<file path="src/rtl/data_modulate_pkg.sv">
// data_modulate_pkg: shared constants, FSM encoding and width helper for the data-modulate sequencers
package data_modulate_pkg;
  localparam int K9 = 9;
  typedef enum logic [2:0] {ST_IDLE, ST_LOAD, ST_RUN, ST_DRAIN, ST_DONE} state_t;
  function automatic int clog2w(input int n);
    return (n <= 2) ? 1 : $clog2(n);
  endfunction
endpackage

</file>
<file path="src/rtl/data_modulate_rc_counter.sv">
// data_modulate_rc_counter: column/window-row counters with clear, increment and wrap flags
module data_modulate_rc_counter #(
  parameter int COLS = 11,
  parameter int OUT_ROWS = 3,
  parameter int K = 9,
  parameter int CW = 4,
  parameter int RW = 4
) (
  input  logic          clk,
  input  logic          rst,
  input  logic          clr,
  input  logic          inc,
  output logic [CW-1:0] c,
  output logic [RW-1:0] r,
  output logic          c_last,
  output logic          r_last,
  output logic          c_ge_k1
);
  assign c_last  = c == CW'(COLS - 1);
  assign r_last  = r == RW'(OUT_ROWS - 1);
  assign c_ge_k1 = c >= CW'(K - 1);
  always_ff @(posedge clk or negedge rst) begin
    if (!rst) begin
      c <= '0;
      r <= '0;
    end else if (clr) begin
      c <= '0;
      r <= '0;
    end else if (inc) begin
      c <= c_last ? '0 : c + 1'b1;
      r <= c_last ? (r_last ? '0 : r + 1'b1) : r;
    end
  end
endmodule

</file>
<file path="src/rtl/data_modulate_9x9_sequencer.sv">
// data_modulate_9x9_sequencer: frame controller gating the 9x9 window datapath and tagging window coordinates
module data_modulate_9x9_sequencer
  import data_modulate_pkg::*;
#(
  parameter int ROWS = 11,
  parameter int COLS = 11,
  parameter int K = K9,
  localparam int RW = clog2w(ROWS),
  localparam int CW = clog2w(COLS)
) (
  input  logic          clk,
  input  logic          rst,
  input  logic          start_i,
  input  logic          valid_i,
  input  logic          done_i,
  output logic          ready_o,
  output logic          shift_en_o,
  output logic          window_valid_o,
  output logic [RW-1:0] row_o,
  output logic [CW-1:0] col_o,
  output logic          busy_o,
  output logic          done_o,
  output logic          err_o
);
  localparam int OUT_ROWS = ROWS - K + 1;
  if (ROWS < K) begin : g_bad_rows
    $error("ROWS must be >= K");
  end
  if (COLS < K) begin : g_bad_cols
    $error("COLS must be >= K");
  end
  state_t state;
  logic [CW-1:0] c;
  logic [RW-1:0] r;
  logic c_last, r_last, c_ge_k1, accept, final_acc, abort, win;
  assign ready_o    = state == ST_LOAD || state == ST_RUN;
  assign busy_o     = state != ST_IDLE;
  assign accept     = valid_i & ready_o;
  assign shift_en_o = accept;
  assign final_acc  = accept & (state == ST_RUN) & c_last & r_last;
  // an early done_i aborts, unless it lands on the very last column
  assign abort      = ready_o & done_i & ~final_acc;
  assign win        = accept & c_ge_k1;
  data_modulate_rc_counter #(
    .COLS(COLS), .OUT_ROWS(OUT_ROWS), .K(K), .CW(CW), .RW(RW)
  ) u_rc (
    .clk(clk), .rst(rst),
    .clr((state == ST_IDLE && start_i) || abort),
    .inc(accept),
    .c(c), .r(r), .c_last(c_last), .r_last(r_last), .c_ge_k1(c_ge_k1)
  );
  always_ff @(posedge clk or negedge rst) begin
    if (!rst) begin
      state          <= ST_IDLE;
      window_valid_o <= 1'b0;
      row_o          <= '0;
      col_o          <= '0;
      done_o         <= 1'b0;
      err_o          <= 1'b0;
    end else begin
      window_valid_o <= win;
      if (win) begin
        row_o <= r;
        col_o <= c - CW'(K - 1);
      end
      done_o <= 1'b0;
      unique case (state)
        ST_IDLE:  if (start_i) begin
                    state <= ST_LOAD;
                    err_o <= 1'b0;
                  end
        ST_LOAD:  if (abort) begin
                    state  <= ST_DONE;
                    err_o  <= 1'b1;
                    done_o <= 1'b1;
                  end else if (accept && c == CW'(K - 2)) state <= ST_RUN;
        ST_RUN:   if (abort) begin
                    state  <= ST_DONE;
                    err_o  <= 1'b1;
                    done_o <= 1'b1;
                  end else if (final_acc) state <= ST_DRAIN;
                  else if (accept && c_last) state <= ST_LOAD;
        ST_DRAIN: begin
                    state  <= ST_DONE;
                    done_o <= 1'b1;
                  end
        ST_DONE:  state <= ST_IDLE;
        default:  state <= ST_IDLE;
      endcase
    end
  end
endmodule
</file>
<file path="config.mk">
export PLATFORM = sky130hd
export DESIGN_NAME = data_modulate_9x9_sequencer
export DESIGN_NICKNAME = d
export VERILOG_FILES = /design/src/rtl/data_modulate_pkg.sv /design/src/rtl/data_modulate_rc_counter.sv /design/src/rtl/data_modulate_9x9_sequencer.sv
export SDC_FILE = /design/constraint.sdc
export NUM_CORES = 1
export LEC_CHECK = 0
export ABC_AREA = 1
export CAP_MARGIN = 20
export CELL_PAD_IN_SITES_DETAIL_PLACEMENT = 1
export CELL_PAD_IN_SITES_GLOBAL_PLACEMENT = 1
export CORE_ASPECT_RATIO = 0.9
export CORE_MARGIN = 4
export CORE_UTILIZATION = 43
export DETAILED_ROUTE_END_ITERATION = 7
export PLACE_DENSITY_LB_ADDON = 0.1
export SYNTH_ARGS = -nofsm -noshare
export SYNTH_HDL_FRONTEND = slang
export SYNTH_SLANG_ARGS = --single-unit
export TNS_END_PERCENT = 100
</file>
<file path="constraint.sdc">
create_clock -name clk -period 3.39 [get_ports clk]
set_clock_uncertainty 0.1 [all_clocks]
set_input_delay 0.678 -clock clk [delete_from_list [all_inputs] [get_ports clk]]
set_output_delay 0.678 -clock clk [all_outputs]
set_load 0.02 [all_outputs]
</file>
-- After elaboration in Yosys (flattened, before gate mapping)
Cells that the tools add are included.
- register bits: 22
- input bits: 5
- output and inout bits: 14
- $add $sub $neg: 3
- reduce and logical (&&, ||, !) cells: 14
- mux-type cells: 19
- bitwise logic cells: 8
- order comparisons: 1
- equal/unequal tests: 10
- operator list (cell ; number):
    $mux 4 ; 7
    $mux 3 ; 6
    $pmux 3 s4 ; 1
    $add 4x1->4 const B ; 2
    $and 1x1->1 ; 7
    $eq 3x2->1 const B ; 2
    $reduce_and 3->1 ; 2
    $reduce_bool 2->1 ; 3
    $eq 4x2->1 const B ; 1
    $eq 4x3->1 const B ; 1
    $eq 4x4->1 const B ; 1
    $ge 4x4->1 const B ; 1
    $ne 4x3->1 const B ; 1
    $pmux 1 s2 ; 2
    $sub 4x4->4 const B ; 1
    $eq 3x1->1 const B ; 1
    $logic_and 1x1->1 ; 3
    $logic_not 3->1 ; 1
    $mux 1 ; 3
    $ne 3x2->1 const B ; 1
    $reduce_bool 3->1 ; 1
    $logic_or 1x1->1 ; 2
    $ne 2x1->1 const B ; 1
    $ne 2x2->1 const B ; 1
    other kinds (3) ; 3

-- Longest topological paths before layout
- word-level depth: 11
- mapped depth: 11
- depth with buffers taken out: 10

-- Cells and area by module
From an unflattened synthesis, not the netlist that was laid out.
- cells, all modules: 145
- area total of the unflattened synthesis: 1167.4 um^2
- by module, submodules not included (module ; cells each ; area each (um^2) ; times used):
    data_modulate_9x9_sequencer ; 78 ; 654.4 ; 1
    data_modulate_rc_counter ; 67 ; 513.0 ; 1

-- Worst setup path before layout
OpenSTA, ideal clock, no wires.
- path type: register to output
- start point: reg state[1]
- end point: out shift_en_o
- setup slack: 1542 ps
- stages on the path, launching flop included: 6
- path buffers: 0
- arrival time: 1070 ps
- required time: 2612 ps
- cells stage by stage: dfrtp_1 nor2_4 nand2_4 nand2_4 nand2_4 inv_1
- cells in the longest elaborated chain, start to end: 3
- elaborated cells on any way between the ends: 4
- ends and longest elaborated chain (item ; RTL line ; text):
    start: declaration ; data_modulate_9x9_sequencer.sv:32 ; state_t state;
    start signal: assignment ; data_modulate_9x9_sequencer.sv:54 ; state <= ST_IDLE;
    start signal: assignment ; data_modulate_9x9_sequencer.sv:69 ; state <= ST_LOAD;
    start signal: assignment ; data_modulate_9x9_sequencer.sv:73 ; state <= ST_DONE;
    $eq 3x1->1 or $eq 3x2->1 (tied branches) ; data_modulate_9x9_sequencer.sv:36 ; assign ready_o = state == ST_LOAD || state == ST_RUN;
    $logic_or 1x1->1 * ; data_modulate_9x9_sequencer.sv:36 ;
    via ready_o ; data_modulate_9x9_sequencer.sv:16 ; output logic ready_o,
    $and 1x1->1 * ; data_modulate_9x9_sequencer.sv:38 ; assign accept = valid_i & ready_o;
    end: declaration ; data_modulate_9x9_sequencer.sv:17 ; output logic shift_en_o,
The timed path passes the listed nets; every way through them passes the cells marked *.

-- Final worst setup path
- start point: in valid_i
- end point: out shift_en_o
- cells in the longest elaborated chain, start to end: 1
- ends and longest elaborated chain (item ; RTL line ; text):
    start: declaration ; data_modulate_9x9_sequencer.sv:14 ; input logic valid_i,
    $and 1x1->1 ; data_modulate_9x9_sequencer.sv:38 ;
No other way between the ends.

==> results.tsv <==
metric	value	unit
status	complete, no violations	
dp.final_hpwl	1905	um
h-tree-depth	1	
placed_area	0.001384	mm^2
diodes	0	
wl_per_cell	14.33	um
crit_fanout	7	
cts_root_buf	clkbuf_4	
seqPwrFrac	36.2	%
synth_top_cell_by_area	dfrtp_1	
ant_nets	0	
drv_cap	0	
grt_start_max_net_pins	23	
core	0.002552	mm^2
synth_area_leaders	dfrtp_1 46%, nand2_1 6.9%, inv_1 4.4%	
final_core_util	57.35	%
fin_worst_hold_slack	0.3827	ns
drive_above_1_share	23.33	%
dieArea	0.003677	mm^2
min_path_cells	2	
drv_slew	0	
setup_tns	0	ns
synth_top_cell_area_share	46.22	%
drtIter0Drc	18	
irDropWorstVdd	0.3932	mV
critPathLaunchType	input pin	
io_pins	19	
drc	0	
fp.dieH	57.93	um
fp.dieW	63.48	um
max_slew.worst_pin.slew	0.3866	ns
synth_edf_count	0	
switchingPower	0.3622	mW
final_nets	158	
cp.arrival	2.14	ns
final_hold_viol_count	0	
p_leak	0.6977	nW
clk_latency	0.33	ns
worst-r2r-setup-slack	1.49	ns
grt_pass1_vias	1021	
relSlewSlack	74.16	%
via_count	941	
vias_per_cell	5.287	
worst-setup-path-type	in -> out	
start_util	46.67	%
fillers	292	
syn-num-nets	136	
port_buffers	18	
hold_path.class	reg -> reg	
setup.worst_path.end	shift_en_o	
ys_ff_latch	22	
clockPowerShare	23.0	%
final_area	0.001464	mm^2
period_minus_slack	2.915	ns
power_density	624.8	mW/mm^2
rows	17	
clock_path_buffers	2	
fin_total_pwr	0.9146	mW
synth_commonest_cells	22 x dfrtp_1, 22 x nand2_1, 14 x inv_1	
cts_setup_buffers	0	
cts_tree	built	
swShare	39.60	%
regToRegStartpoint	u_rc.r[0]	
syn_area	0.001191	mm^2
syn_area_per_cell	9.234	um^2
worstReg2RegEnd	u_rc.r[0]	
setup_violations	0	
syn2layout_area_growth	22.90	%
synthArstFlopShare	100.0	%
grt_overflow	0	
end_kind	output pin	
rsz0062_at_grt	no	
fmax	343.0	MHz
p_int	0.5524	mW
synth_cells	129	
yosysWarnings	0	
reg2reg_depth	8	
yosysUniqueCellTypes	25	
antenna_found_initial	0	
startpoint	valid_i	
drt_pass1_iterations	4	
grt_pass1_wl	4547	um
hold_buffers	0	
clk_pin_slew_worst_paths	0.14	ns
synth_top_flop_cell	dfrtp_1	
combPwrFrac	40.8	%
finalCritPeriodShare	85.99	%
routed_wl	2550	um
seq_area_frac_synth	46.22	%
numClockSinks	22	
required	2.61	ns
gp_congestion	0.8191	
cts_buffers	3	
cts_resized	0	
track_usage	15.73	%
==> registers in the layout, summed over array words and instances, names as in the netlist <==
| register | count |
|---|---|
| col_o | 4 |
| row_o | 4 |
| u_rc.c | 4 |
| u_rc.r | 4 |
| state | 3 |
| done_o | 1 |
| err_o | 1 |
| window_valid_o | 1 |
==> worst min-delay path by stage <==
| stage | from | end | slack, ns |
|---|---|---|---|
| 2_1_floorplan | rst | col_o[0] | 0.28 |
| 3_3_place_gp | col_o[3] | col_o[3] | 0.35 |
| 3_5_place_dp | col_o[3] | col_o[3] | 0.35 |
| 4_1_cts | col_o[3] | col_o[3] | 0.39 |
| 5_1_grt | rst | row_o[1] | 0.43 |
| 6_report | col_o[3] | col_o[3] | 0.38 |
==> logic make-up after synthesis <==
| kind of cell | share of synthesized area [%] |
|---|---|
| AOI/OAI and AO/OA | 10.40 |
| DFF | 46.22 |
| buffers and inverters | 7.562 |
| adders and majority gates | 2.101 |
| and+or+nand+nor | 32.25 |
| xor gates and xnor gates | 1.471 |
==> layer usage <==
metal,vias to the layer above,routed length [um],GRT usage (%),part of all wire (%)
met1,454,1174,19.19,46
li1,464,-,-,-
met4,0,31,3.692,1.2
met3,4,93,4.070,3.6
met5,-,0,0,0
met2,19,1250,27.98,49
==> cells in the final DEF, fill, tap and decap left out, drive strengths merged <==
| master | netlist | layout |
|---|---|---|
| clkbuf | 0 | 3 |
| a21oi | 4 | 4 |
| dfrtp | 22 | 22 |
| nor3b | 1 | 1 |
| xor2 | 1 | 1 |
| nand4 | 7 | 7 |
| nor2 | 14 | 14 |
| nor3 | 1 | 1 |
| nand2 | 31 | 31 |
| ha | 2 | 2 |
| inv | 18 | 18 |
| o21ai | 14 | 14 |
| xnor2 | 1 | 1 |
| o21a | 1 | 1 |
| bufinv | 0 | 1 |
| nand3 | 10 | 10 |
| clkdlybuf4s50 | 0 | 18 |
| buf | 2 | 1 |
==> power by group through the flow <==
stage / Sequential, mW / Combinational (mW) / Clock (mW)
finish: 0.331 / 0.373 / 0.211
global route: 0.336 / 0.413 / 0.227
floorplan: 0.344 / 0.249 / 0
CTS: 0.331 / 0.373 / 0.212
global placement: 0.334 / 0.360 / 0
detailed placement: 0.336 / 0.372 / 0
==> worst max-delay path: stages <==
cell,delay (ns)
clkdlybuf4s50_1,0.58
nand2_4,0.13
inv_1,0.13
clkdlybuf4s50_1,0.62
==> cell type report <==
type / instances / area, um^2 / area share [%]
multi-input combinational: 87 / 550.5 / 37.61
tap: 28 / 35.03 / 2.393
clock inverter: 1 / 30.03 / 2.051
timing repair buffer: 19 / 207.7 / 14.19
clock buffer: 3 / 22.52 / 1.538
inverter: 18 / 67.56 / 4.615
sequential: 22 / 550.5 / 37.61
==> through the flow <==
step	cells	setup slack, ns
final	178	0.4749
after CTS	177	0.4833
after global placement	173	0.5221
after global routing	178	0.4160
after floorplan	129	1.542
after detailed placement	173	0.4833
Power figures use the tool's default switching activity.
